### config.mk
export PLATFORM = sky130hd
export DESIGN_NAME = counter
export DESIGN_NICKNAME = d
export VERILOG_FILES = /design/src/rtl/counter.sv
export SDC_FILE = /design/constraint.sdc
export NUM_CORES = 1
export LEC_CHECK = 0
export ABC_AREA = 0
export ABC_CLOCK_PERIOD_IN_PS = 2950
export BUFFER_PORTS_ARGS = -buffer_cell sky130_fd_sc_hd__buf_2
export CAP_MARGIN = 20
export CORE_AREA = 2 2 39 41
export DETAILED_ROUTE_END_ITERATION = 10
export DIE_AREA = 0 0 41 43
export PLACE_DENSITY = 0.64
export SLEW_MARGIN = 5
export SYNTH_ARGS = -nofsm -noshare
export SYNTH_HDL_FRONTEND = slang
export SYNTH_SLANG_ARGS = --single-unit
### constraint.sdc
create_clock -name clk -period 2.95 [get_ports clk]
set_input_delay 0.885 -clock clk [delete_from_list [all_inputs] [get_ports clk]]
set_output_delay 0.885 -clock clk [all_outputs]
set_load 0.02 [all_outputs]
### src/rtl/counter.sv
// Enable-gated up-counter that runs 0..MAX_VALUE and wraps to 0.
// Count is a plain register; reset is synchronous and dominates enable.
module counter #(
    parameter int          SIZE      = 10,
    parameter int unsigned MAX_VALUE = 9
) (
    input  logic            clk,
    input  logic            reset,
    input  logic            enable,
    output logic [SIZE-1:0] count
);

    localparam logic [SIZE-1:0] MAX = SIZE'(MAX_VALUE);

    generate
        if (SIZE < 1) begin : g_bad_size
            $error("counter: SIZE must be at least 1");
        end
        if (SIZE < 32 && 64'(MAX_VALUE) >= (64'd1 << SIZE)) begin : g_bad_max
            $error("counter: MAX_VALUE does not fit in SIZE bits");
        end
    endgenerate

    logic [SIZE-1:0] next;

    generate
        if (MAX_VALUE == 0) begin : g_zero
            // A terminal count of zero pins the counter at zero.
            always_comb begin
                next = '0;
            end
        end else begin : g_count
            // Anything at or beyond the terminal value reloads zero.
            always_comb begin
                next = count + SIZE'(1);
                if (count >= MAX) begin
                    next = '0;
                end
            end
        end
    endgenerate

    always_ff @(posedge clk) begin
        if (reset) begin
            count <= '0;
        end else if (enable) begin
            count <= next;
        end
    end

endmodule

==> metrics.yaml, run 1 <==
status:
  status: "finished clean"
cts:
  cts_tree: "done"
  insertion_delay_ps: 270
  cts-buffers-inserted: 3
  cts_hold_buf: 0
  cts_resized: 0
  post_cts_buffers: 0
  clk_path_buf_depth: 2
  cts_max_level: 1
  clock_sinks: 10
  clk_pin_slew_ps: 60
  root_buffer: "clkbuf_4"
critical_path:
  crit_cells: 1
  path_cells: "buf_2"
  crit_path_start: "count[3]"
  start_kind: "flop"
  reg2reg_depth: 4
  required_ps: 2070
  r2r_start: "count[0]"
  cpMaxStageDelayCell: "dfxtp_1"
  end_kind: "output port"
  critical-path-top-delay-family: "flip-flops"
  worstSetupPathType: "reg -> out"
  cp_max_fo: 6
  cp.arrival_ps: 970
  critPathMaxStageDelay_ps: 480
  crit_buf_inv: 1
placement:
  dp_worst_setup_slack_ps: 876
  placedCellCount: 84
  portBuffers: 12
  routabilityCongestion: 0.689
  hpwlAfterDp_um: 824
  placed_area_um2: 613
sta:
  fin_crit_ps: 1850
  fin_hold_ws_ps: 482
  fin_skew_ps: 2.34
  tns_ps: 0
  setup_viol: 0
  slew_headroom_pct: 66.1
  worst_pin_slew_ps: 508
  final_hold_viol_count: 0
  drv_slew: 0
  rsz0062_at_grt: "false"
  fin_crit_sh_pct: 62.8
  fmax_mhz: 540
  setup_ws_ps: 1100
drt:
  firstDrtPassIters: 4
  drt_iter0_drc: 1
  wl_um: 1150
  vias: 482
  via_per_inst: 5.54
  post-route-drc-count: 0
  wl_per_cell_um: 13.2
  final_antenna_net_count: 0
global_route:
  grt_pass1_wl_um: 2040
  grt_pass1_vias: 451
  use_met1_pct: 22.1
  grt_use_total_pct: 17.5
  antenna_found_initial: 0
  grt.overflow.total: 0
  grtUsageMet3_pct: 9.42
  grt_max_degree: 11
  grt_util_met2_pct: 24.4
  top_usage_layer: "met2"
finish:
  stdcell_count: 87
  post_route_cells_drive_above_1_share_pct: 31.0
  fill_cells: 147
  area_delta_synth_final_pct: 19.0
  finish.utilization_pct: 45.9
  largest_reg_flops: 10
  finalNetCount: 79
  largest_register: "count"
  largest_registers: "count x10"
  n_antenna_cell: 0
  fin_area_um2: 636
synthesis:
  synth_area_um2: 534
  syn_inst: 57
  synth.distinct_cells: 24
  ys_ff_latch: 10
  seq_area_frac_synth_pct: 37.5
  syn-mean-instance-area_um2: 9.37
  syn_nets: 63
  yosys_warnings: 0
floorplan:
  rows: 14
  fp.dieArea_mm2: 0.00176
  die_w_um: 41
  die_y_um: 43
  start_util_pct: 38.6
  core_area_mm2: 0.00138
  io-pin-count: 13
pwr:
  power_mw: 0.262
  powerDensity_mw_per_mm2: 413
  ir_drop_mv: 0.244
  p_leak_nw: 0.252
min_path:
  hold_depth: 2
  hold_path.class: "reg -> reg"
  hold_start: "count[9]"
job:
  cap_violations: 0
## layer usage
layer	up-vias	routed length (um)
met4	0	16
met3	5	81
met5	-	0
li1	240	-
met1	222	521
met2	15	529
## report_power, final
part	switching [mW]	internal, mW
logic	0.0153	0.0107
clock network	0.0457	0.0471
registers	0.00542	0.138
total	0.0664	0.196
## cells in the mapped netlist (all sizes together)
cell    count  area share [%]
nor3        5             4.7
o21ai       3             2.8
ha          3             7.0
inv         4             2.8
mux2i       1             1.9
clkbuf      1            0.70
xor2        2             3.3
nor4        1             1.2
nand2b      1             1.2
nand2       5             3.5
a211oi      6             9.4
or4         2             3.5
a41o        1             2.1
o31ai       1             1.4
xnor2       2             3.3
nand4       4             7.5
a21boi      1             1.4
or3         3             4.0
dfxtp      10              37
buf         1            0.94
## final timing paths
path / endpoint / slack, ps
worst max-delay path: count[3] / 1100
worst max register to register: count[6] / 1430
worst min-delay path: count[9] / 480
worst min register to register: count[9] / 480
## logic make-up after synthesis
family / synth area share [%]
buffers and inverters: 4.45
DFF: 37.5
AOI/OAI and AO/OA: 17.1
adders and majority gates: 7.03
muxes: 1.87
xor gates and xnor gates: 6.56
and+or+nand+nor: 25.5
## worst register-to-register path, cell delays in order, from the launching register on
cell and delay, ps:
dfxtp_1 460, ha_1 270, nand2_1 80, or3_2 410, a211oi_1 220
## cell usage in the layout (no fill, tap or decap)
cell,synthesis,final
a211oi_1,5,5
a211oi_2,1,1
a21boi_1,1,1
a41o_2,1,1
buf_2,1,12
buf_4,0,1
clkbuf_4,0,3
dfxtp_1,10,10
ha_1,3,3
inv_1,4,4
mux2i_1,1,1
nand2_1,5,5
nand2b_1,1,1
nand4_1,3,3
nand4_4,1,1
nor3_1,5,5
nor4_1,1,1
o21ai_0,3,3
o31ai_1,1,1
or3_1,1,1
or3_2,2,2
or4_1,1,1
or4_4,1,1
xnor2_1,2,2
xor2_1,2,2
## area by class of cell
cell class                 count  area, um2  share of cell area [%]
clock buffer                   3       22.5                    3.54
inverter                       4       15.0                    2.36
multi-input combinational     41        310                    48.8
sequential                    10        200                    31.5
tap                           16       20.0                    3.15
timing repair buffer          13       67.6                    10.6
No activity file was read; power rests on OpenSTA's default activity.
==> inputs of run 2 (changes only) <==
--- a/config.mk
+++ b/config.mk
@@ -6,13 +6,13 @@
 export NUM_CORES = 1
 export LEC_CHECK = 0
 export ABC_AREA = 0
-export ABC_CLOCK_PERIOD_IN_PS = 2950
+export ABC_CLOCK_PERIOD_IN_PS = 1600
 export BUFFER_PORTS_ARGS = -buffer_cell sky130_fd_sc_hd__buf_2
 export CAP_MARGIN = 20
 export CORE_AREA = 2 2 39 41
 export DETAILED_ROUTE_END_ITERATION = 10
 export DIE_AREA = 0 0 41 43
-export PLACE_DENSITY = 0.64
+export PLACE_DENSITY = 0.66
 export SLEW_MARGIN = 5
 export SYNTH_ARGS = -nofsm -noshare
 export SYNTH_HDL_FRONTEND = slang
==> constraint.sdc (replaced) <==
create_clock -name clk -period 1.6 [get_ports clk]
set_input_delay 0.48 -clock clk [delete_from_list [all_inputs] [get_ports clk]]
set_output_delay 0.48 -clock clk [all_outputs]
set_load 0.02 [all_outputs]
==> metrics.yaml, run 2 (synthesized netlist as in run 1, its figures left out) <==
status:
  status: "finished clean"
critical_path:
  critPathMaxStageDelay_ps: 410
  start_kind: "flop"
  r2r-end: "count[6]"
  worstSetupPathType: "reg -> reg"
  end_kind: "flop"
  cp.arrival_ps: 1650
  critical-path-top-delay-family: "simple AND/OR/NAND/NOR gates"
  cp_max_fo: 6
  r2r_start: "count[1]"
  rrSetupSlack_ps: 120
  cpMaxStageDelayCell: "dfxtp_1"
  path_cells: "ha_1, nand2_1, or3_2, a211oi_1"
  reg2reg_depth: 4
  crit_buf_inv: 0
  required_ps: 1770
pwr:
  p_leak_nw: 0.283
  p_switching_mw: 0.116
  p_int_mw: 0.366
  p_seq_share_pct: 54.2
  power_mw: 0.482
  swShare_pct: 24.1
  ir_drop_mv: 0.491
  powerDensity_mw_per_mm2: 709
  power_frac_clock_pct: 34.1
  p_comb_share_pct: 11.8
min_path:
  hold_path_end: "count[9]"
  hold_start: "count[9]"
  hold_path.class: "reg -> reg"
  hold_depth: 2
finish:
  largest_registers: "count x10"
  final_common_cell: "buf_2"
  multi_input_area_um2: 310
  largest_reg_flops: 10
  finalNetCount: 85
  n_antenna_cell: 0
  area_delta_synth_final_pct: 27.4
  ff_latch_area_um2: 200
  post_route_cells_drive_above_1_share_pct: 36.4
  layout_common_cells: "buf_2, dfxtp_1, buf_4"
  fill_cells: 139
  largest_register: "count"
sta:
  rsz0062_at_grt: "false"
  fin_skew_ps: 1.94
  fin_crit_sh_pct: 92.3
  slew_headroom_pct: 83.6
  setup_viol: 0
  tns_ps: 0
  final_hold_viol_count: 0
  fmax_mhz: 677
  drv_slew: 0
  setup_ws_ps: 123
  worst_pin_slew_ps: 244
  fin_crit_ps: 1480
drt:
  post-route-drc-count: 0
  firstDrtPassIters: 4
  final_antenna_net_count: 0
  wl_per_cell_um: 11.7
  wl_um: 1090
  vias: 505
  drt_iter0_drc: 8
  via_per_inst: 5.43
cts:
  cts-buffers-inserted: 3
  insertion_delay_ps: 260
  clk_path_buf_depth: 2
  cts_hold_buf: 0
  post_cts_buffers: 0
  cts_tree: "done"
  root_buffer: "clkbuf_4"
  cts_max_level: 1
  clk_pin_slew_ps: 60
  clock_sinks: 10
  cts_resized: 0
global_route:
  antenna_found_initial: 0
  top_usage_layer: "met2"
  grt_pass1_vias: 458
  use_met1_pct: 21.2
  grt_pass1_wl_um: 1900
  grt_use_total_pct: 15.9
  grt_max_degree: 11
  grt.overflow.total: 0
  grtUsageMet3_pct: 4.71
  grt_util_met2_pct: 21.6
placement:
  portBuffers: 12
  hpwlAfterDp_um: 838
  routabilityCongestion: 0.758
  dp_worst_setup_slack_ps: 49.1
floorplan:
  die_y_um: 43
  die_w_um: 41
  io-pin-count: 13
  start_util_pct: 38.6
  rows: 14
  core_area_mm2: 0.00138
  fp.dieArea_mm2: 0.00176
job:
  cap_violations: 0
[run 2: area by class of cell]
cell class | instances | share of cell area, %
multi-input combinational | 41 | 45.6
timing repair buffer | 19 | 16.5
clock buffer | 3 | 3.31
inverter | 4 | 2.21
tap | 16 | 2.94
sequential | 10 | 29.4
[run 2: how the worst max path moves through the flow]
stage	slack, ps	end	cells past startpoint	start
2_1_floorplan	10	count[9]	6	count[1]
3_3_place_gp	60	count[9]	4	enable
3_5_place_dp	50	count[9]	4	enable
4_1_cts	110	count[4]	5	count[1]
5_1_grt	7	count[6]	4	count[1]
6_report	120	count[6]	4	count[1]
[run 2: tightest hold or removal path, delay by kind of cell (launching register included)]
family / cells / cell delay, ps
flops: 1 / 320
buf+inv: 1 / 60
compound gates: 1 / 50
[run 2: metal layers]
layer | share of wire [%] | vias up
li1 | - | 254
met1 | 47 | 231
met2 | 46 | 16
met3 | 5.2 | 4
met4 | 1.6 | 0
met5 | 0 | -
[run 2: power groups by stage]
stage / Combinational (mW) / Sequential (mW) / Clock [mW]
after detailed placement: 0.0573 / 0.267 / 0
final: 0.0568 / 0.261 / 0.164
after floorplan: 0.0296 / 0.275 / 0
after CTS: 0.0576 / 0.261 / 0.169
after global placement: 0.0567 / 0.267 / 0
after global routing: 0.0640 / 0.262 / 0.184
[run 2: metrics by stage]
stage | util [%] | instance area (um2) | instances | hold slack [ps]
final | 49.2 | 681 | 93 | 478
after global routing | 49.2 | 681 | 93 | 502
after CTS | 49.2 | 681 | 93 | 483
after detailed placement | 47.6 | 658 | 90 | 475
after global placement | 47.6 | 658 | 90 | 469
after floorplan | - | 534 | 57 | 556
